===== config.mk =====
export PLATFORM = sky130hd
export DESIGN_NAME = ghost_unit
export DESIGN_NICKNAME = d
export VERILOG_FILES = /design/src/rtl/ghost_unit.sv
export SDC_FILE = /design/constraint.sdc
export NUM_CORES = 1
export LEC_CHECK = 0
export ABC_AREA = 1
export BUFFER_PORTS_ARGS = -buffer_cell sky130_fd_sc_hd__buf_2
export CAP_MARGIN = 15
export CORE_ASPECT_RATIO = 0.7
export CORE_MARGIN = 2
export CORE_UTILIZATION = 30
export CTS_CLUSTER_DIAMETER = 50
export DETAILED_ROUTE_END_ITERATION = 8
export SLEW_MARGIN = 25
export SYNTH_ARGS = -nofsm -noshare
export SYNTH_HDL_FRONTEND = slang
export SYNTH_SLANG_ARGS = --single-unit

===== constraint.sdc =====
create_clock -name clk -period 6.75 [get_ports clk]
set_input_delay 0.3375 -clock clk [delete_from_list [all_inputs] [get_ports clk]]
set_output_delay 0.3375 -clock clk [all_outputs]
set_load 0.02 [all_outputs]

===== src/rtl/ghost_unit.sv =====
// Ghost sprite renderer and mode controller: hit-tests the current pixel
// against the ghost tile, looks up a two-frame bitmap, and runs the
// NORMAL/FRIGHT/FLASH/EATEN mode machine with collision pulses.
module ghost_unit #(
    parameter int unsigned TILE          = 21,
    parameter int unsigned X_ORIGIN      = 100,
    parameter int unsigned Y_ORIGIN      = 9,
    parameter int unsigned COORD_W       = 5,
    parameter int unsigned FRIGHT_FRAMES = 360,
    parameter int unsigned FLASH_FRAMES  = 120,
    parameter int unsigned ANIM_FRAMES   = 8
) (
    input  logic               clk,
    input  logic               reset,
    input  logic               gameover,
    input  logic               power_pill,
    input  logic               frame_tick,
    input  logic [9:0]         x,
    input  logic [8:0]         y,
    input  logic [COORD_W-1:0] ghost_x,
    input  logic [COORD_W-1:0] ghost_y,
    input  logic [COORD_W-1:0] pac_x,
    input  logic [COORD_W-1:0] pac_y,
    input  logic               ghost_home,
    output logic               ghost_on,
    output logic [1:0]         ghost_color,
    output logic [1:0]         mode,
    output logic               pac_killed,
    output logic               ghost_eaten
);

    localparam int unsigned TW  = $clog2(FRIGHT_FRAMES + 1);
    localparam int unsigned AW  = 16;
    localparam int unsigned ACW = (ANIM_FRAMES > 1) ? $clog2(ANIM_FRAMES) : 1;

    typedef enum logic [1:0] {
        M_NORMAL = 2'd0,
        M_FRIGHT = 2'd1,
        M_FLASH  = 2'd2,
        M_EATEN  = 2'd3
    } mode_e;

    mode_e            mode_q, mode_d;
    logic [TW-1:0]    timer_q, timer_d;
    logic             anim_q, anim_d;
    logic [ACW-1:0]   acnt_q, acnt_d;
    logic             armed_q;
    logic             ghost_on_q, ghost_on_d;
    logic [1:0]       color_q, color_d;
    logic             killed_q, killed_d;
    logic             eaten_q, eaten_d;

    logic             collide;
    logic [AW-1:0]    x_w, y_w, x_lo, y_lo, sx, sy;
    logic             hit, pix, eyes_ok;
    logic [20:0]      row;

    // Frame A: standard ghost body, MSB is the leftmost column.
    function automatic logic [20:0] frame_a_row(input logic [4:0] r);
        logic [20:0] v;
        case (r)
            5'd0:                      v = 21'b000000011111110000000;
            5'd1:                      v = 21'b000011111111111110000;
            5'd2:                      v = 21'b001111111111111111100;
            5'd3, 5'd4:                v = 21'b011111111111111111110;
            5'd5, 5'd10:               v = 21'b111100111111111001111;
            5'd6, 5'd7, 5'd8, 5'd9:    v = 21'b111000011111110000111;
            5'd11, 5'd12, 5'd13, 5'd14,
            5'd15, 5'd16, 5'd17:       v = 21'b111111111111111111111;
            5'd18:                     v = 21'b110011100111001110011;
            5'd19:                     v = 21'b100001100011000110001;
            default:                   v = '0;
        endcase
        return v;
    endfunction

    assign collide = (ghost_x == pac_x) && (ghost_y == pac_y);

    // Pixel hit test and bitmap lookup in wide arithmetic to avoid overflow.
    always_comb begin
        x_w  = AW'(x);
        y_w  = AW'(y);
        x_lo = AW'(X_ORIGIN) + AW'(ghost_x) * AW'(TILE);
        y_lo = AW'(Y_ORIGIN) + AW'(ghost_y) * AW'(TILE);
        hit  = (x_w >= x_lo) && (x_w < x_lo + AW'(TILE)) &&
               (y_w >= y_lo) && (y_w < y_lo + AW'(TILE));
        sx   = x_w - x_lo;
        sy   = y_w - y_lo;
        row  = '0;
        pix  = 1'b0;
        if (hit && (sx < AW'(21)) && (sy < AW'(21))) begin
            row = frame_a_row(sy[4:0]);
            if (anim_q && ((sy == AW'(18)) || (sy == AW'(19)))) begin
                row = row >> 1;
            end
            pix = row[5'd20 - sx[4:0]];
        end
        eyes_ok    = (mode_q != M_EATEN) || ((sy >= AW'(5)) && (sy <= AW'(10)));
        ghost_on_d = hit && pix && !gameover && eyes_ok;
    end

    // Palette selection from the current mode and animation phase.
    always_comb begin
        color_d = 2'b00;
        case (mode_q)
            M_NORMAL: color_d = 2'b00;
            M_FRIGHT: color_d = 2'b01;
            M_FLASH:  color_d = anim_q ? 2'b10 : 2'b01;
            M_EATEN:  color_d = 2'b11;
            default:  color_d = 2'b00;
        endcase
    end

    // Animation phase counter advanced by frame ticks.
    always_comb begin
        acnt_d = acnt_q;
        anim_d = anim_q;
        if (frame_tick) begin
            if (acnt_q == ACW'(ANIM_FRAMES - 1)) begin
                acnt_d = '0;
                anim_d = ~anim_q;
            end else begin
                acnt_d = acnt_q + ACW'(1);
            end
        end
    end

    // Mode next-state in priority order, plus collision pulses.
    always_comb begin
        mode_d   = mode_q;
        timer_d  = timer_q;
        eaten_d  = 1'b0;
        killed_d = collide && (mode_q == M_NORMAL) && !gameover && armed_q;
        if (gameover) begin
            mode_d  = M_NORMAL;
            timer_d = '0;
        end else if (collide && ((mode_q == M_FRIGHT) || (mode_q == M_FLASH))) begin
            mode_d  = M_EATEN;
            timer_d = '0;
            eaten_d = 1'b1;
        end else if (power_pill && (mode_q != M_EATEN)) begin
            mode_d  = M_FRIGHT;
            timer_d = TW'(FRIGHT_FRAMES);
        end else begin
            case (mode_q)
                M_FRIGHT: if (frame_tick) begin
                    timer_d = (timer_q != '0) ? timer_q - TW'(1) : '0;
                    if (timer_d == TW'(FLASH_FRAMES)) mode_d = M_FLASH;
                end
                M_FLASH: if (frame_tick) begin
                    timer_d = (timer_q != '0) ? timer_q - TW'(1) : '0;
                    if (timer_d == '0) mode_d = M_NORMAL;
                end
                M_EATEN: if (ghost_home) mode_d = M_NORMAL;
                default: ;
            endcase
        end
    end

    // State and registered outputs with synchronous reset.
    always_ff @(posedge clk) begin
        if (reset) begin
            mode_q     <= M_NORMAL;
            timer_q    <= '0;
            anim_q     <= 1'b0;
            acnt_q     <= '0;
            armed_q    <= 1'b1;
            ghost_on_q <= 1'b0;
            color_q    <= 2'b00;
            killed_q   <= 1'b0;
            eaten_q    <= 1'b0;
        end else begin
            mode_q     <= mode_d;
            timer_q    <= timer_d;
            anim_q     <= anim_d;
            acnt_q     <= acnt_d;
            armed_q    <= !collide;
            ghost_on_q <= ghost_on_d;
            color_q    <= color_d;
            killed_q   <= killed_d;
            eaten_q    <= eaten_d;
        end
    end

    assign ghost_on    = ghost_on_q;
    assign ghost_color = color_q;
    assign mode        = mode_q;
    assign pac_killed  = killed_q;
    assign ghost_eaten = eaten_q;

endmodule


==> out/metrics.cfg <==
[floorplan]
die_x_um = 149.3
core.rowCount = 37
die_area_sq_um = 15790
die_h_um = 105.7
core_sq_um = 14580
ios = 52
start_util_pct = 30.41

[logic_synthesis]
dominantRegCellSynth = dfxtp_1
synth-seq-area-share_pct = 9.481
syn_inst = 676
synth_area_sq_um = 4434
avgSynthCellArea_sq_um = 6.560
ys_ff_latch = 21
synth.distinct_cells = 50
async_flop_share_pct = 0
synth_edf_count = 0
yosysWarnings = 0
synthesis.nets = 810

[place]
dp_cells = 921
gp_congestion = 0.8784
port_buffers = 51
hpwl_um = 9446

[clocking]
clock-root-buffer = clkbuf_16
cts_resized = 0
ctsHoldBuffers = 0
htreeDepth = 1
insertion_delay_ns = 0.25
cts_sinks = 21
path_clk_slew_ns = 0.06
cts_tree = yes
numCtsBuffers = 3
post_cts_buffers = 0
cts.path.max_buffers = 2

[cells_and_area]
nets = 865
antennaDiodeCount = 0
finalNonFillerCells = 925
syn_to_final_growth_pct = 12.95
drive_above_1_share_pct = 13.97

[global_route]
met3_usage_pct = 0.8225
grt_max_degree = 12
overflow = 0
grt_pass1_wl_um = 18280
grt_use_total_pct = 13.68
grt_use_met1_pct = 22.77
top_usage_layer = met1
antenna_found_initial = 0
use_met2_pct = 19.52
grt_pass1_vias = 3900

[routing]
wl_um = 10660
vias = 4301
drt_iter0_markers = 257
drt-vias-per-instance = 4.650
drc = 0
firstDrtPassIters = 4
wl_per_cell_um = 11.52
postRouteAntennaNets = 0

[power_and_ir_drop]
power_density_nw_per_um2 = 248.9
ir_worst_vdd_mv = 0.08620
fin_total_pwr_w = 0.001246
p_leak_nw = 2.714

[sta]
clock_skew_ns = 0.001255
hold_viol_final = 0
worst_pin_slew_ns = 0.9087
finalCriticalPeriod_ns = 4.366
rsz0062_at_grt = no
period_share_pct = 64.67
tns_ns = 0
max_freq_ghz = 0.2291
setup_violations = 0
max-slew-margin-rel_pct = 38.86
slew_viol_final = 0

[critical_path]
critical_path.startpoint_type = input pin
crit_path_max_fanout = 5
end_kind = flip-flop
cp.arrival_ns = 4.51
setup.worst_path.class = input pin to flip-flop
reg2reg_depth = 15
crit_top_cell = nand2_1
cpPeakStageDelay_ns = 0.48
critPathRequiredTime_ns = 6.90
critPathSlowestCell = fa_1

[worst_hold_path]
hold_depth = 2
hold_class = input pin to flip-flop

[outcome]
status = finished clean

[flow_run]
maxCapViolCount = 0

[where the power goes]
group | internal (W) | leakage, nW | total (W) | switching (W)
Clock | 0.0000804 | 0.0382 | 0.000126 | 0.0000451
Sequential | 0.000129 | 0.171 | 0.000133 | 0.00000415
Combinational | 0.000370 | 2.50 | 0.000988 | 0.000618
[per-layer routing]
layer / part of all wire, % / wire [um]
met1: 59 / 6325
met2: 37 / 3926
met3: 3.4 / 357
met4: 0.43 / 46
met5: 0 / 0
[logic make-up after synthesis]
group / Yosys count / synth area share (%)
fa+ha+maj: 89 / 26.30
flops: 21 / 9.481
xor+xnor: 36 / 7.534
buf+inv: 117 / 9.904
simple gates: 304 / 31.97
compound gates: 109 / 14.81
[Yosys cell counts, types with 7 or more instances]
cell type | instances | area share [%]
xnor2_1 | 13 | 2.6
fa_1 | 7 | 3.2
nand2_2 | 16 | 2.3
o21ai_0 | 29 | 3.3
nor3_1 | 7 | 0.79
nand4_1 | 8 | 1.1
a21oi_1 | 44 | 5.0
xor2_1 | 22 | 4.3
dfxtp_1 | 21 | 9.5
nand2_1 | 140 | 12
nor2_1 | 51 | 4.3
nand3_2 | 9 | 2.0
nand3_1 | 54 | 6.1
ha_1 | 82 | 23
inv_1 | 110 | 9.3
[stage by stage]
step	hold WS (ns)	setup slack (ns)	utilization [%]	instance area (sq um)
final	0.2952	2.384	34.35	5009
after detailed placement	0.4291	2.155	33.81	4930
after global routing	0.3013	2.008	34.35	5009
after CTS	0.2943	2.412	34.35	5009
after global placement	0.4249	2.257	33.81	4930
after floorplan	0.4117	2.667	-	4434
[final timing paths]
kind	from	slack, ns	to
worst max-delay path	ghost_y[0]	2.38	ghost_on
worst min-delay path	reset	0.30	acnt_q[0]
worst max register to register	timer_q[0]	4.22	mode[1]
worst min register to register	armed_q	0.44	pac_killed
[cell usage in the layout (no fill, tap or decap), types with 3 or more instances in the layout]
master,Yosys,layout
a21oi_1,44,44
a221oi_1,4,4
o21ai_1,3,3
dfxtp_1,21,21
fa_1,7,7
ha_1,82,82
nand2_1,140,140
inv_1,110,110
a21oi_2,3,3
nand3_1,54,54
nor2_2,3,3
nand3b_1,3,3
o22ai_1,4,4
nor2_1,51,51
nand4_1,8,8
clkbuf_16,0,3
nor3_1,7,7
xor2_1,22,22
o211ai_1,4,4
nand2_2,16,16
xnor2_1,13,13
nand3_2,9,9
inv_2,4,4
buf_2,0,51
o21ai_0,29,29
[area by class of cell]
| cell class | count | area [sq um] |
|---|---|---|
| Fill cell | 1579 | 9574 |
| Tap cell | 195 | 244.0 |
| Sequential cell | 21 | 420.4 |
| Multi-Input combinational cell | 538 | 3575 |
| Clock buffer | 4 | 78.83 |
| Inverter | 116 | 435.4 |
| Timing Repair Buffer | 51 | 255.2 |
[state kept, by name (all words and copies together) (netlist names)]
name         count
armed_q          1
ghost_on         1
pac_killed       1
mode             2
anim_q           1
acnt_q           3
ghost_eaten      1
timer_q          9
ghost_color      2
[critical path: cells and delay by family]
family	cells	cell delay, ns
AND/OR/NAND/NOR	13	1.15
adder cells (fa/ha/maj)	5	1.76
XOR/XNOR	1	0.34
buffers and inverters	4	0.30
AO/OA/AOI/OAI	4	0.61
No activity file was read; power rests on OpenSTA's default activity.
